`src/rtl/fifo_pkg.sv`:
```
`default_nettype none
// ============================================================================
//  Module      : fifo_pkg
//  Description : Shared definitions for the parametrised synchronous FIFO:
//                default geometry, read-mode enumeration and the pointer
//                type for the default geometry (shared with the scoreboard).
//  Revision    : 1.0  initial parametrised release
// ============================================================================
package fifo_pkg;

    // Default geometry: 32-bit words, 2**5 = 32 entries.
    localparam int c_default_data_width = 32;
    localparam int c_default_addr_width = 5;

    // Read-port behaviour.
    typedef enum logic {
        FIFO_STD  = 1'b0,   // registered read, data one cycle after request
        FIFO_FWFT = 1'b1    // head word presented combinationally
    } fifo_mode_e;

    // Pointer for the default geometry: address bits plus one wrap bit.
    typedef logic [c_default_addr_width:0] fifo_ptr_t;

endpackage : fifo_pkg
`default_nettype wire

```
`src/rtl/fifo_ram.sv`:
```
`default_nettype none
// ============================================================================
//  Module      : fifo_ram
//  Description : Simple dual-port storage array, DEPTH x DATA_WIDTH.
//                Synchronous write port, asynchronous read port. No reset:
//                contents are only meaningful where the pointers say so.
//  Ports       : clk        - write clock
//                i_wr_en    - write strobe
//                i_wr_addr  - write address
//                i_wr_data  - write data
//                i_rd_addr  - read address
//                o_rd_data  - read data (combinational from i_rd_addr)
//  Revision    : 1.0  initial parametrised release
// ============================================================================
module fifo_ram
    import fifo_pkg::*;
#(
    parameter int DATA_WIDTH = c_default_data_width,
    parameter int ADDR_WIDTH = c_default_addr_width
) (
    input  logic                  clk,
    input  logic                  i_wr_en,
    input  logic [ADDR_WIDTH-1:0] i_wr_addr,
    input  logic [DATA_WIDTH-1:0] i_wr_data,
    input  logic [ADDR_WIDTH-1:0] i_rd_addr,
    output logic [DATA_WIDTH-1:0] o_rd_data
);

    localparam int c_depth = 2 ** ADDR_WIDTH;

    logic [DATA_WIDTH-1:0] r_mem [c_depth];

    always_ff @(posedge clk) begin
        if (i_wr_en) begin
            r_mem[i_wr_addr] <= i_wr_data;
        end
    end

    assign o_rd_data = r_mem[i_rd_addr];

endmodule : fifo_ram
`default_nettype wire

```
`src/rtl/param_sync_fifo.sv`:
```
`default_nettype none
// ============================================================================
//  Module      : param_sync_fifo
//  Description : Single-clock FIFO with configurable width/depth, all DEPTH
//                entries usable, occupancy count, programmable almost-full /
//                almost-empty flags, overflow/underflow pulses and a
//                selectable standard or first-word-fall-through read port.
//  Ports       : clk          - single clock, all state changes on posedge
//                reset        - asynchronous active-high reset
//                Wr_enable    - write request
//                Read_enable  - read request (pop of head word in FWFT mode)
//                data_in      - write data
//                data_out     - read data
//                data_valid   - data_out holds valid read data
//                full/empty   - count == DEPTH / count == 0
//                almost_full  - count >= AFULL_THRESH
//                almost_empty - count <= AEMPTY_THRESH
//                count        - occupancy 0..DEPTH
//                overflow     - pulse: write requested while full
//                underflow    - pulse: read requested while empty
//  Revision    : 1.0  initial parametrised release
// ============================================================================
module param_sync_fifo
    import fifo_pkg::*;
#(
    parameter int DATA_WIDTH    = c_default_data_width,
    parameter int ADDR_WIDTH    = c_default_addr_width,
    parameter int AFULL_THRESH  = (2 ** ADDR_WIDTH) - 2,
    parameter int AEMPTY_THRESH = 2,
    parameter int FWFT          = 0
) (
    input  logic                  clk,
    input  logic                  reset,
    input  logic                  Wr_enable,
    input  logic                  Read_enable,
    input  logic [DATA_WIDTH-1:0] data_in,
    output logic [DATA_WIDTH-1:0] data_out,
    output logic                  data_valid,
    output logic                  full,
    output logic                  empty,
    output logic                  almost_full,
    output logic                  almost_empty,
    output logic [ADDR_WIDTH:0]   count,
    output logic                  overflow,
    output logic                  underflow
);

    localparam int         c_depth = 2 ** ADDR_WIDTH;
    localparam fifo_mode_e c_mode  = (FWFT != 0) ? FIFO_FWFT : FIFO_STD;

    // Exact-width constants keep pointer arithmetic free of width casts.
    localparam logic [ADDR_WIDTH:0] c_ptr_one   = {{ADDR_WIDTH{1'b0}}, 1'b1};
    localparam logic [ADDR_WIDTH:0] c_depth_cnt = {1'b1, {ADDR_WIDTH{1'b0}}};

    // ------------------------------------------------------------------------
    // Elaboration-time parameter checks
    // ------------------------------------------------------------------------
    if (ADDR_WIDTH < 1) begin : g_chk_addr_width
        $fatal(1, "param_sync_fifo: ADDR_WIDTH must be >= 1");
    end

    if (!((AEMPTY_THRESH > 0) && (AEMPTY_THRESH < AFULL_THRESH) &&
          (AFULL_THRESH <= c_depth))) begin : g_chk_thresh
        $fatal(1, "param_sync_fifo: need 0 < AEMPTY_THRESH < AFULL_THRESH <= DEPTH");
    end

    if ((FWFT != 0) && (FWFT != 1)) begin : g_chk_fwft
        $fatal(1, "param_sync_fifo: FWFT must be 0 or 1");
    end

    // ------------------------------------------------------------------------
    // Pointers and decoded status
    // ------------------------------------------------------------------------
    // One extra MSB per pointer distinguishes full from empty when the
    // address bits coincide, so every entry can be used.
    logic [ADDR_WIDTH:0]   r_wr_ptr;
    logic [ADDR_WIDTH:0]   r_rd_ptr;
    logic [ADDR_WIDTH:0]   w_count;
    logic                  w_full;
    logic                  w_empty;
    logic                  w_wr_accept;
    logic                  w_rd_accept;
    logic [DATA_WIDTH-1:0] w_rd_data;
    logic                  r_overflow;
    logic                  r_underflow;

    assign w_count = r_wr_ptr - r_rd_ptr;
    assign w_empty = (r_wr_ptr == r_rd_ptr);
    assign w_full  = (r_wr_ptr[ADDR_WIDTH] != r_rd_ptr[ADDR_WIDTH]) &&
                     (r_wr_ptr[ADDR_WIDTH-1:0] == r_rd_ptr[ADDR_WIDTH-1:0]);

    // A full FIFO refuses writes even when a read happens in the same cycle;
    // there is deliberately no pass-through path.
    assign w_wr_accept = Wr_enable   && !w_full;
    assign w_rd_accept = Read_enable && !w_empty;

    always_ff @(posedge clk or posedge reset) begin
        if (reset) begin
            r_wr_ptr <= '0;
            r_rd_ptr <= '0;
        end else begin
            if (w_wr_accept) begin
                r_wr_ptr <= r_wr_ptr + c_ptr_one;
            end
            if (w_rd_accept) begin
                r_rd_ptr <= r_rd_ptr + c_ptr_one;
            end
        end
    end

    // Error pulses: high for exactly the cycle after the rejected request.
    always_ff @(posedge clk or posedge reset) begin
        if (reset) begin
            r_overflow  <= 1'b0;
            r_underflow <= 1'b0;
        end else begin
            r_overflow  <= Wr_enable   && w_full;
            r_underflow <= Read_enable && w_empty;
        end
    end

    assign full         = w_full;
    assign empty        = w_empty;
    assign count        = w_count;
    assign almost_full  = (int'(w_count) >= AFULL_THRESH);
    assign almost_empty = (int'(w_count) <= AEMPTY_THRESH);
    assign overflow     = r_overflow;
    assign underflow    = r_underflow;

    // ------------------------------------------------------------------------
    // Storage
    // ------------------------------------------------------------------------
    fifo_ram #(
        .DATA_WIDTH (DATA_WIDTH),
        .ADDR_WIDTH (ADDR_WIDTH)
    ) u_fifo_ram (
        .clk       (clk),
        .i_wr_en   (w_wr_accept),
        .i_wr_addr (r_wr_ptr[ADDR_WIDTH-1:0]),
        .i_wr_data (data_in),
        .i_rd_addr (r_rd_ptr[ADDR_WIDTH-1:0]),
        .o_rd_data (w_rd_data)
    );

    // ------------------------------------------------------------------------
    // Read port
    // ------------------------------------------------------------------------
    if (c_mode == FIFO_STD) begin : g_std_read
        logic [DATA_WIDTH-1:0] r_data_out;
        logic                  r_data_valid;

        // The head word is captured on the accepting edge; data_out then
        // holds until the next accepted read.
        always_ff @(posedge clk or posedge reset) begin
            if (reset) begin
                r_data_out   <= '0;
                r_data_valid <= 1'b0;
            end else begin
                r_data_valid <= w_rd_accept;
                if (w_rd_accept) begin
                    r_data_out <= w_rd_data;
                end
            end
        end

        assign data_out   = r_data_out;
        assign data_valid = r_data_valid;
    end else begin : g_fwft_read
        // Head word is always on the output; Read_enable acts as the pop.
        // data_out is don't-care while data_valid is low.
        assign data_out   = w_rd_data;
        assign data_valid = !w_empty;
    end

    // ------------------------------------------------------------------------
    // Embedded protocol assertions
    // ------------------------------------------------------------------------
    a_wr_ptr_step : assert property (@(posedge clk) disable iff (reset)
        w_wr_accept |=> (r_wr_ptr == ($past(r_wr_ptr) + c_ptr_one)));

    a_rd_ptr_step : assert property (@(posedge clk) disable iff (reset)
        w_rd_accept |=> (r_rd_ptr == ($past(r_rd_ptr) + c_ptr_one)));

    a_not_full_and_empty : assert property (@(posedge clk) disable iff (reset)
        !(w_full && w_empty));

    a_count_bounded : assert property (@(posedge clk) disable iff (reset)
        (w_count <= c_depth_cnt));

endmodule : param_sync_fifo
`default_nettype wire

```
`config.mk`:
```
export PLATFORM = sky130hd
export DESIGN_NAME = param_sync_fifo
export DESIGN_NICKNAME = d
export VERILOG_FILES = /design/src/rtl/fifo_pkg.sv /design/src/rtl/fifo_ram.sv /design/src/rtl/param_sync_fifo.sv
export SDC_FILE = /design/constraint.sdc
export NUM_CORES = 1
export LEC_CHECK = 0
export ABC_AREA = 1
export CAP_MARGIN = 10
export CORE_MARGIN = 8
export CORE_UTILIZATION = 39
export CTS_BUF_LIST = sky130_fd_sc_hd__clkbuf_8
export DETAILED_ROUTE_END_ITERATION = 8
export SYNTH_ARGS = -nofsm -noshare
export SYNTH_HDL_FRONTEND = slang
export SYNTH_SLANG_ARGS = --single-unit
```
`constraint.sdc`:
```
create_clock -name clk -period 4.8 [get_ports clk]
set_input_delay 0.96 -clock clk [delete_from_list [all_inputs] [get_ports clk]]
set_output_delay 0.96 -clock clk [all_outputs]
set_load 0.005 [all_outputs]
```
# [Word-level counts from Yosys, hierarchy flattened]
# Memories as Yosys holds them, arrays and structs flattened. A register that Yosys moved wholly into a read port is not among the register bits.
# Index checks and enable logic that the tools add are counted.
[op_classes] muxes=2 eq_ne=3 n_shift=0 multipliers=0 magnitude_cmp=2 div=0 bitwise=0 addsub=3 n_reduce_logical=7
[ops] operator="6-bit by 1-bit adder with 6-bit output, second input constant" count=2
[ops] operator="6-bit == test" count=1
[ops] operator="6-bit by 5-bit greater-or-equal comparator with 1-bit output, second input constant" count=1
[ops] operator="6-bit by 2-bit <= comparator with 1-bit output, second input constant" count=1
[ops] operator="6-bit subtractor" count=1
[ops] operator="5-bit == test" count=1
[ops] operator="1-bit logical AND" count=5
[ops] operator="1-bit logical NOT" count=2
[ops] operator="1-bit 2-to-1 mux" count=2
[ops] operator="1-bit != test" count=1
[word_totals] reg_bits=15 romBits=0 ram_bits=1024 latchBits=0 elab_cells=23 n_memories=1 output_inout_bits=45
[memory_table] name="u_fifo_ram.r_mem" depth=32 word_bits=32 rd=1 rd_clocked_by_memory_dff=1 wr=1 line_no="fifo_ram.sv:31" source="logic [DATA_WIDTH-1:0] r_mem [c_depth];"

# [Longest topological paths before layout]
# Gate-level depths: netlist of the first run.
[logic_depth] word_depth=6 depth_mapped=13 depth_no_buf=10

# [By module]
# A second synthesis of the first run with hierarchy kept.
[unflattened] cells_unflattened=3792 area_unflattened_um2=44072.3
[modules_own_cells] mod="fifo_ram" instances=1 seq_area_each_um2=30749.5 area_per_inst_um2=41765.1 cells_each=3504
[modules_own_cells] mod="param_sync_fifo" instances=1 seq_area_each_um2=1176.1 area_per_inst_um2=2307.2 cells_each=288

# [Worst setup path before layout of the first run]
# OpenSTA, ideal clock, no wires.
[synth_timing] path_kind="register -> register" from="reg r_rd_ptr[3]" to="mem u_fifo_ram.r_mem[10][0] in the netlist's numbering, enable pin" path_slack_ns=0.898 arrival_ns=3.481 stages_incl_launch_ff=13 setup_ns=0.421 synth_period_minus_slack_ns=3.902 path_cell_list="dfrtp_1 -> inv_1 -> clkbuf_1 -> clkbuf_1 -> ha_1 -> nand2_1 -> nor2_1 -> nand3_1 -> nor2_2 -> nor2_1 -> buf_4 -> nand2_4 -> nor2_1"
[synth_via] elab_chain_cells=6
[synth_lines] element="start, declared" line_no="param_sync_fifo.sv:77" source="logic [ADDR_WIDTH:0] r_rd_ptr;"
[synth_lines] element="start signal, assigned" line_no="param_sync_fifo.sv:106" source="r_rd_ptr <= r_rd_ptr + c_ptr_one;"
[synth_lines] element="5-bit == test" line_no="param_sync_fifo.sv:90" source="(r_wr_ptr[ADDR_WIDTH-1:0] == r_rd_ptr[ADDR_WIDTH-1:0]);"
[synth_lines] element="1-bit logical AND" line_no="param_sync_fifo.sv:89" source="assign w_full = (r_wr_ptr[ADDR_WIDTH] != r_rd_ptr[ADDR_WIDTH]) &&"
[synth_lines] element="named net full" line_no="param_sync_fifo.sv:39" source="output logic full,"
[synth_lines] element="1-bit logical NOT" line_no="param_sync_fifo.sv:94" source="assign w_wr_accept = Wr_enable && !w_full;"
[synth_lines] element="1-bit logical AND" line_no="param_sync_fifo.sv:94"
[synth_lines] element="1-bit 2-to-1 mux" line_no="fifo_ram.sv:34" source="if (i_wr_en) begin"
[synth_lines] element="1-bit 2-to-1 mux (implied by the code)" line_no="fifo_ram.sv:35" source="r_mem[i_wr_addr] <= i_wr_data;"
[synth_lines] element="end, declared" line_no="fifo_ram.sv:31"
# The timed path passes the listed nets, and every way through them passes these cells.

# [Final worst setup path of the first run]
[layout_timing] from="reg r_wr_ptr[0]" to="out almost_empty"
[layout_via] elab_chain_cells=2
[layout_lines] element="start, declared" line_no="param_sync_fifo.sv:76" source="logic [ADDR_WIDTH:0] r_wr_ptr;"
[layout_lines] element="start signal, assigned" line_no="param_sync_fifo.sv:103" source="r_wr_ptr <= r_wr_ptr + c_ptr_one;"
[layout_lines] element="6-bit subtractor" line_no="param_sync_fifo.sv:87" source="assign w_count = r_wr_ptr - r_rd_ptr;"
[layout_lines] element="6-bit by 2-bit <= comparator with 1-bit output" line_no="param_sync_fifo.sv:126" source="assign almost_empty = (int'(w_count) <= AEMPTY_THRESH);"
[layout_lines] element="end, declared" line_no="param_sync_fifo.sv:42" source="output logic almost_empty,"
# Every way passes these cells.

==> results of run 1 <==
[worst max-delay path, delay by kind of cell (launching register included)]
family,cells,cell delay (ns)
and+or+nand+nor,4,0.44
buffers and inverters,3,0.72
xor gates and xnor gates,1,0.17
adders and majority gates,2,0.56
DFF,1,0.44
[cell families after synthesis]
logic type	after synthesis	synth area share
compound gates	203	0.0225
xor+xnor	14	0.00271
fa+ha+maj	11	0.00321
buf+inv	691	0.0633
flops	1071	0.707
simple gates	2260	0.201
[layout make-up]
| cell class | instances | area, um^2 | area share |
|---|---|---|---|
| flip-flops and latches | 1071 | 31900 | 0.620 |
| multi-input cells | 2488 | 10600 | 0.206 |
| clock buffers | 180 | 2480 | 0.0481 |
| well taps | 1524 | 1910 | 0.0370 |
| inverters | 471 | 1790 | 0.0347 |
| diodes | 5 | 12.5 | 0.000243 |
| clock inverters | 142 | 708 | 0.0137 |
| repair buffers | 182 | 2070 | 0.0402 |
[worst max path at each step]
stage | cells after the start | from | to
2_1_floorplan | 12 | r_rd_ptr[3] | u_fifo_ram.r_mem[10][0]
3_3_place_gp | 6 | Wr_enable | u_fifo_ram.r_mem[0][30]
3_5_place_dp | 6 | Wr_enable | u_fifo_ram.r_mem[0][30]
4_1_cts | 10 | r_wr_ptr[0] | almost_empty
5_1_grt | 10 | r_wr_ptr[0] | almost_empty
6_report | 10 | r_wr_ptr[0] | almost_empty
[routing by layer]
layer | wire (um) | up-vias
li1 | - | 14200
met1 | 55500 | 14500
met2 | 57800 | 1125
met3 | 10200 | 181
met4 | 2680 | 2
met5 | 13 | -
[Yosys cell counts]
cell	count	area, um^2
inv_2	3	11.3
o21ai_0	111	556
dfrtp_1	47	1180
nand2_1	1430	5370
nor2_2	3	18.8
nand3_1	458	2290
inv_1	466	1750
clkinv_1	2	7.51
o211ai_1	1	7.51
nand2b_1	1	6.26
edfxtp_1	1024	30700
xnor2_1	2	17.5
ha_1	10	125
nand2_2	1	6.26
nand2_4	2	22.5
nor2_1	358	1340
buf_1	16	60.1
nor3_1	3	15.0
clkbuf_1	63	236
nand3b_1	1	7.51
buf_4	28	210
fa_1	1	20.0
xor2_1	12	105
buf_6	3	33.8
a21oi_1	68	340
buf_2	110	551
o21ai_1	23	115
nand4_1	3	18.8
[sequential cells by signal (all words and copies together) (netlist names)]
name	flops
u_fifo_ram.r_mem	1024
data_out	32
r_rd_ptr	6
r_wr_ptr	6
data_valid	1
overflow	1
underflow	1
[power groups by stage]
stage	Combinational [mW]	Clock (mW)	Sequential, mW
final	10.4	7.27	11.3
after global routing	11.5	7.83	11.4
after CTS	10.4	7.41	11.3
after detailed placement	10.4	0	11.5
after global placement	10.3	0	11.5
after floorplan	6.58	0	11.3
==> results.cfg, run 1 <==
[status]
status = completed

[grt]
grt_max_degree = 170
overflow = 0
grt_pass1_wl_mm = 187
use_met3 = 0.0426
top_usage_layer = met2
antenna_found_initial = 9
grt_usage = 0.196
met1_usage = 0.273
use_met2 = 0.310
grt_pass1_vias = 28800

[setup_path]
rrSetupSlack_ns = 1.10
rr_startpoint = r_wr_ptr[2]
r2r_end = u_fifo_ram.r_mem[0][15]
crit_path_max_incr_delay_ns = 0.51
rr_worst_depth = 9
crit_type = register to output port
cp-end-kind = output port
cp_max_fo = 6
cp.arrival_ns = 3.17
required_ns = 3.84
path_cells = inv_1, ha_1, inv_1, fa_1, nand3_1, nand2_1, xor2_1, nand3b_1, nor2_1, clkdlybuf4s50_1
crit_top_cell = inv_1
critPathSlowestCell = clkdlybuf4s50_1
critPathLaunchType = register

[pwr]
power.leakage_nw = 20.8
power-per-cell-area_nw_per_um2 = 562
seq_power_share = 0.391
switching_power_mw = 11.3
power_mw = 29.0
p_int_mw = 17.6
ir_drop_mv = 0.546
switching_share = 0.391
comb_power_share = 0.358
power_frac_clock = 0.251

[clocking]
clockRootBuffer = clkbuf_8
cts_tree = yes
insertion_delay_ns = 0.86
cts_resized = 0
post_cts_buffers = 0
clock_sinks = 1071
cts_hold_buf = 0
ctsLongestPathBuffers = 3
cts_max_level = 4
clkTransAtPathRegs_ns = 0.06
cts_buffers = 173

[place]
placed_cell_area_um2 = 48200
place_hpwl_mm = 70.8
place_congestion = 0.794
dp_cells = 5732
pre_cts_slack_ns = 0.920
io_buffers = 80

[finish]
mostFrequentLayoutCell = nand2_1
final_layout_size_suffix_gt1_frac = 0.0814
final_cell_area_um2 = 51500
layout_common_cells = nand2_1 (1429), edfxtp_1 (1024), inv_1 (532)
final_core_util = 0.446
synthToLayoutAreaGrowth_pct = 14.1
filler_cell_count = 10600
final_cells = 6063
fin_nets = 4434

[timing]
fin_worst_skew_ns = 0.0691
finalCritPeriodShare = 0.860
max_slew_margin = 0.138
fin_crit_ns = 4.13
finalSetupViolations = 0
finalMaxSlewViolations = 0
worst_slew_pin_slew_ns = 1.29
tns_ns = 0
hold_ws_ns = 0.450
timing.final.ws_setup_ns = 0.670
rsz0062_at_grt = false
finalHoldViolCount = 0
fmax_mhz = 242

[logic_synthesis]
yosys_warnings = 0
avgSynthCellArea_um2 = 10.6
syn_nets = 4297
syn-instance-count = 4250
synth.distinct_cells = 28
netlist_area_um2 = 45200
yosysSeqAreaShare = 0.707
ys_seq_elements = 1071

[route]
firstDrtPassIters = 6
wirelength_mm = 126
drc = 0
ant_nets = 0
routed_via_density = 4.95
drt_iter0_markers = 3329
via_count = 30000
routedWlPerCell_um = 20.8

[die]
ios = 81
die_area_um2 = 127000
initial_core_util = 0.391
die_h_um = 356
rows = 125
dieWidth_um = 356
core_um2 = 116000

[min_path]
hold_class = input pin to async pin

[job]
drv_cap = 0
Note: power is estimated with default switching activity, not from simulation.
==> inputs of run 2 (changes only) <==
Settings changed: SLEW_MARGIN set to 20.
Clock period 4.8 ns to 4.4 ns, I/O delays scaled along.
==> run 2 against run 1 <==
  * Clock-buffer cell count rose by 6
  * Clock power up 10%
  * Critical path type unchanged
  * Worst setup slack got worse by 0.32 ns
  * Utilization fell by 0.29 points
  * Register-to-register slack got worse by 0.27 ns
  * First-iteration DRC count shrank 8.2%
  * Total power rose by 8.9%
  * Highest routed layer unchanged
  * Die area did not move
  * Critical path depth is the same
  * Sequential power increased by 9%
  * Global-route usage grew 0.079 points
  * Flip-flop and latch count is the same
==> results.cfg, run 2 (same netlist as run 1, synthesis figures left out) <==
[timing]
finalCritPeriodShare = 0.919
finalSetupViolations = 0
fmax_mhz = 247
fin_crit_ns = 4.05
finalHoldViolCount = 0
rsz0062_at_grt = false
fin_worst_skew_ns = 0.0519
max_slew_margin = 0.233
tns_ns = 0
finalMaxSlewViolations = 0
worst_slew_pin_slew_ns = 1.15

[setup_path]
path_cells = inv_1, ha_1, inv_1, fa_1, nand3_1, nand2_1, xor2_1, nand3b_1, nor2_1, clkdlybuf4s50_1
critPathSlowestCell = clkdlybuf4s50_1
r2r_end = u_fifo_ram.r_mem[20][5]
cp.arrival_ns = 3.17
critPathCapture = almost_empty
rrSetupSlack_ns = 0.83
rr_startpoint = r_wr_ptr[2]
crit_path_max_incr_delay_ns = 0.51
rr_worst_depth = 9
crit_top_cell = inv_1
critPathLaunchType = register
required_ns = 3.52
crit_start = r_wr_ptr[0]
cp_max_fo = 6
cp-end-kind = output port
crit_type = register to output port

[finish]
final_cell_area_um2 = 51200
final_cells = 6045
layout_common_cells = nand2_1 (1429), edfxtp_1 (1024), inv_1 (545)
largest_register = u_fifo_ram.r_mem
synthToLayoutAreaGrowth_pct = 13.4
final_layout_size_suffix_gt1_frac = 0.0798
fin_nets = 4416
largest_reg_flops = 1024
mostFrequentLayoutCell = nand2_1

[clocking]
cts_hold_buf = 0
clock_sinks = 1071
cts_tree = yes
cts_resized = 0
ctsLongestPathBuffers = 3
post_cts_buffers = 0
insertion_delay_ns = 0.86
clkTransAtPathRegs_ns = 0.05
cts_buffers = 174
cts_max_level = 4
clockRootBuffer = clkbuf_8

[place]
dp_cells = 5717
place_congestion = 0.785
placed_cell_area_um2 = 48000
io_buffers = 80
place_hpwl_mm = 67.1

[route]
routed_via_density = 4.98
wirelength_mm = 127
ant_nets = 0
via_count = 30100
firstDrtPassIters = 6
drc = 0
drt_iter0_markers = 3057
routedWlPerCell_um = 21.0

[die]
die_h_um = 356
die_area_um2 = 127000
rows = 125
initial_core_util = 0.391
dieWidth_um = 356
core_um2 = 116000
ios = 81

[grt]
overflow = 0
grt_max_degree = 159
grt_pass1_wl_mm = 187
grt_usage = 0.197
antenna_found_initial = 13
grt_pass1_vias = 28700

[pwr]
power-per-cell-area_nw_per_um2 = 616
ir_drop_mv = 0.621
power_mw = 31.5
power.leakage_nw = 20.7

[status]
status = completed

[job]
drv_cap = 0

[min_path]
hold_class = input pin to async pin
-- run 2: cell count changes in the layout (fill, tap and decap cells not counted), moves of 6 or more --
cell	previous run	this run
buf_12	34	28
buf_2	1	18
buf_4	63	55
clkbuf_8	180	186
clkdlybuf4s50_1	79	62
clkinv_1	38	28
clkinv_2	21	10
inv_1	532	545
-- run 2: critical path, delay by kind of cell, from the launching register on --
kind	cells	cell delay, ns
XOR/XNOR	1	0.17
adder cells (fa/ha/maj)	2	0.57
buffers and inverters	3	0.73
flip-flops	1	0.44
AND/OR/NAND/NOR	4	0.43
-- run 2: final cells by class --
| type | instances | area, um^2 |
|---|---|---|
| Sequential cell | 1071 | 31900 |
| Tap cell | 1524 | 1910 |
| Antenna cell | 10 | 25.0 |
| Inverter | 471 | 1790 |
| Clock inverter | 132 | 668 |
| Timing Repair Buffer | 163 | 1680 |
| Multi-Input combinational cell | 2488 | 10600 |
| Clock buffer | 186 | 2560 |
| Fill cell | 10700 | 64400 |
-- run 2: metal layers --
| metal | vias to the layer above | GRT usage | share of wire | wire length [um] |
|---|---|---|---|---|
| li1 | 14200 | - | - | - |
| met2 | 1193 | 0.306 | 0.45 | 57500 |
| met5 | - | 0 | 0.00013 | 16 |
| met3 | 195 | 0.0443 | 0.090 | 11400 |
| met1 | 14500 | 0.274 | 0.43 | 54900 |
| met4 | 2 | 0.0647 | 0.025 | 3180 |
-- run 2: report_power, final --
group          switching (mW)  leakage [nW]  total (mW)  internal, mW
clock network            4.01          1.95        8.01          4.00
registers               0.395          9.80        12.3          12.0
logic                    7.88          8.98        11.2          3.29
total                    12.3          20.7        31.5          19.3
-- run 2: through the flow --
step / hold WS [ns] / util / worst slack (ns)
2_1_floorplan: 0.464 / - / 0.498
3_3_place_gp: 0.468 / 0.416 / 0.756
3_5_place_dp: 0.469 / 0.415 / 0.767
4_1_cts: 0.164 / 0.443 / 0.293
5_1_grt: 0.214 / 0.443 / 0.158
6_report: 0.232 / 0.443 / 0.355
-- run 2: worst min-delay path by stage --
stage | cells after the start | start | end
floorplan | 1 | r_rd_ptr[5] | r_rd_ptr[5]
global placement | 2 | data_out[23] | data_out[23]
detailed placement | 2 | data_out[23] | data_out[23]
CTS | 2 | reset | r_wr_ptr[5]
global route | 2 | reset | r_wr_ptr[5]
finish | 2 | reset | r_wr_ptr[5]
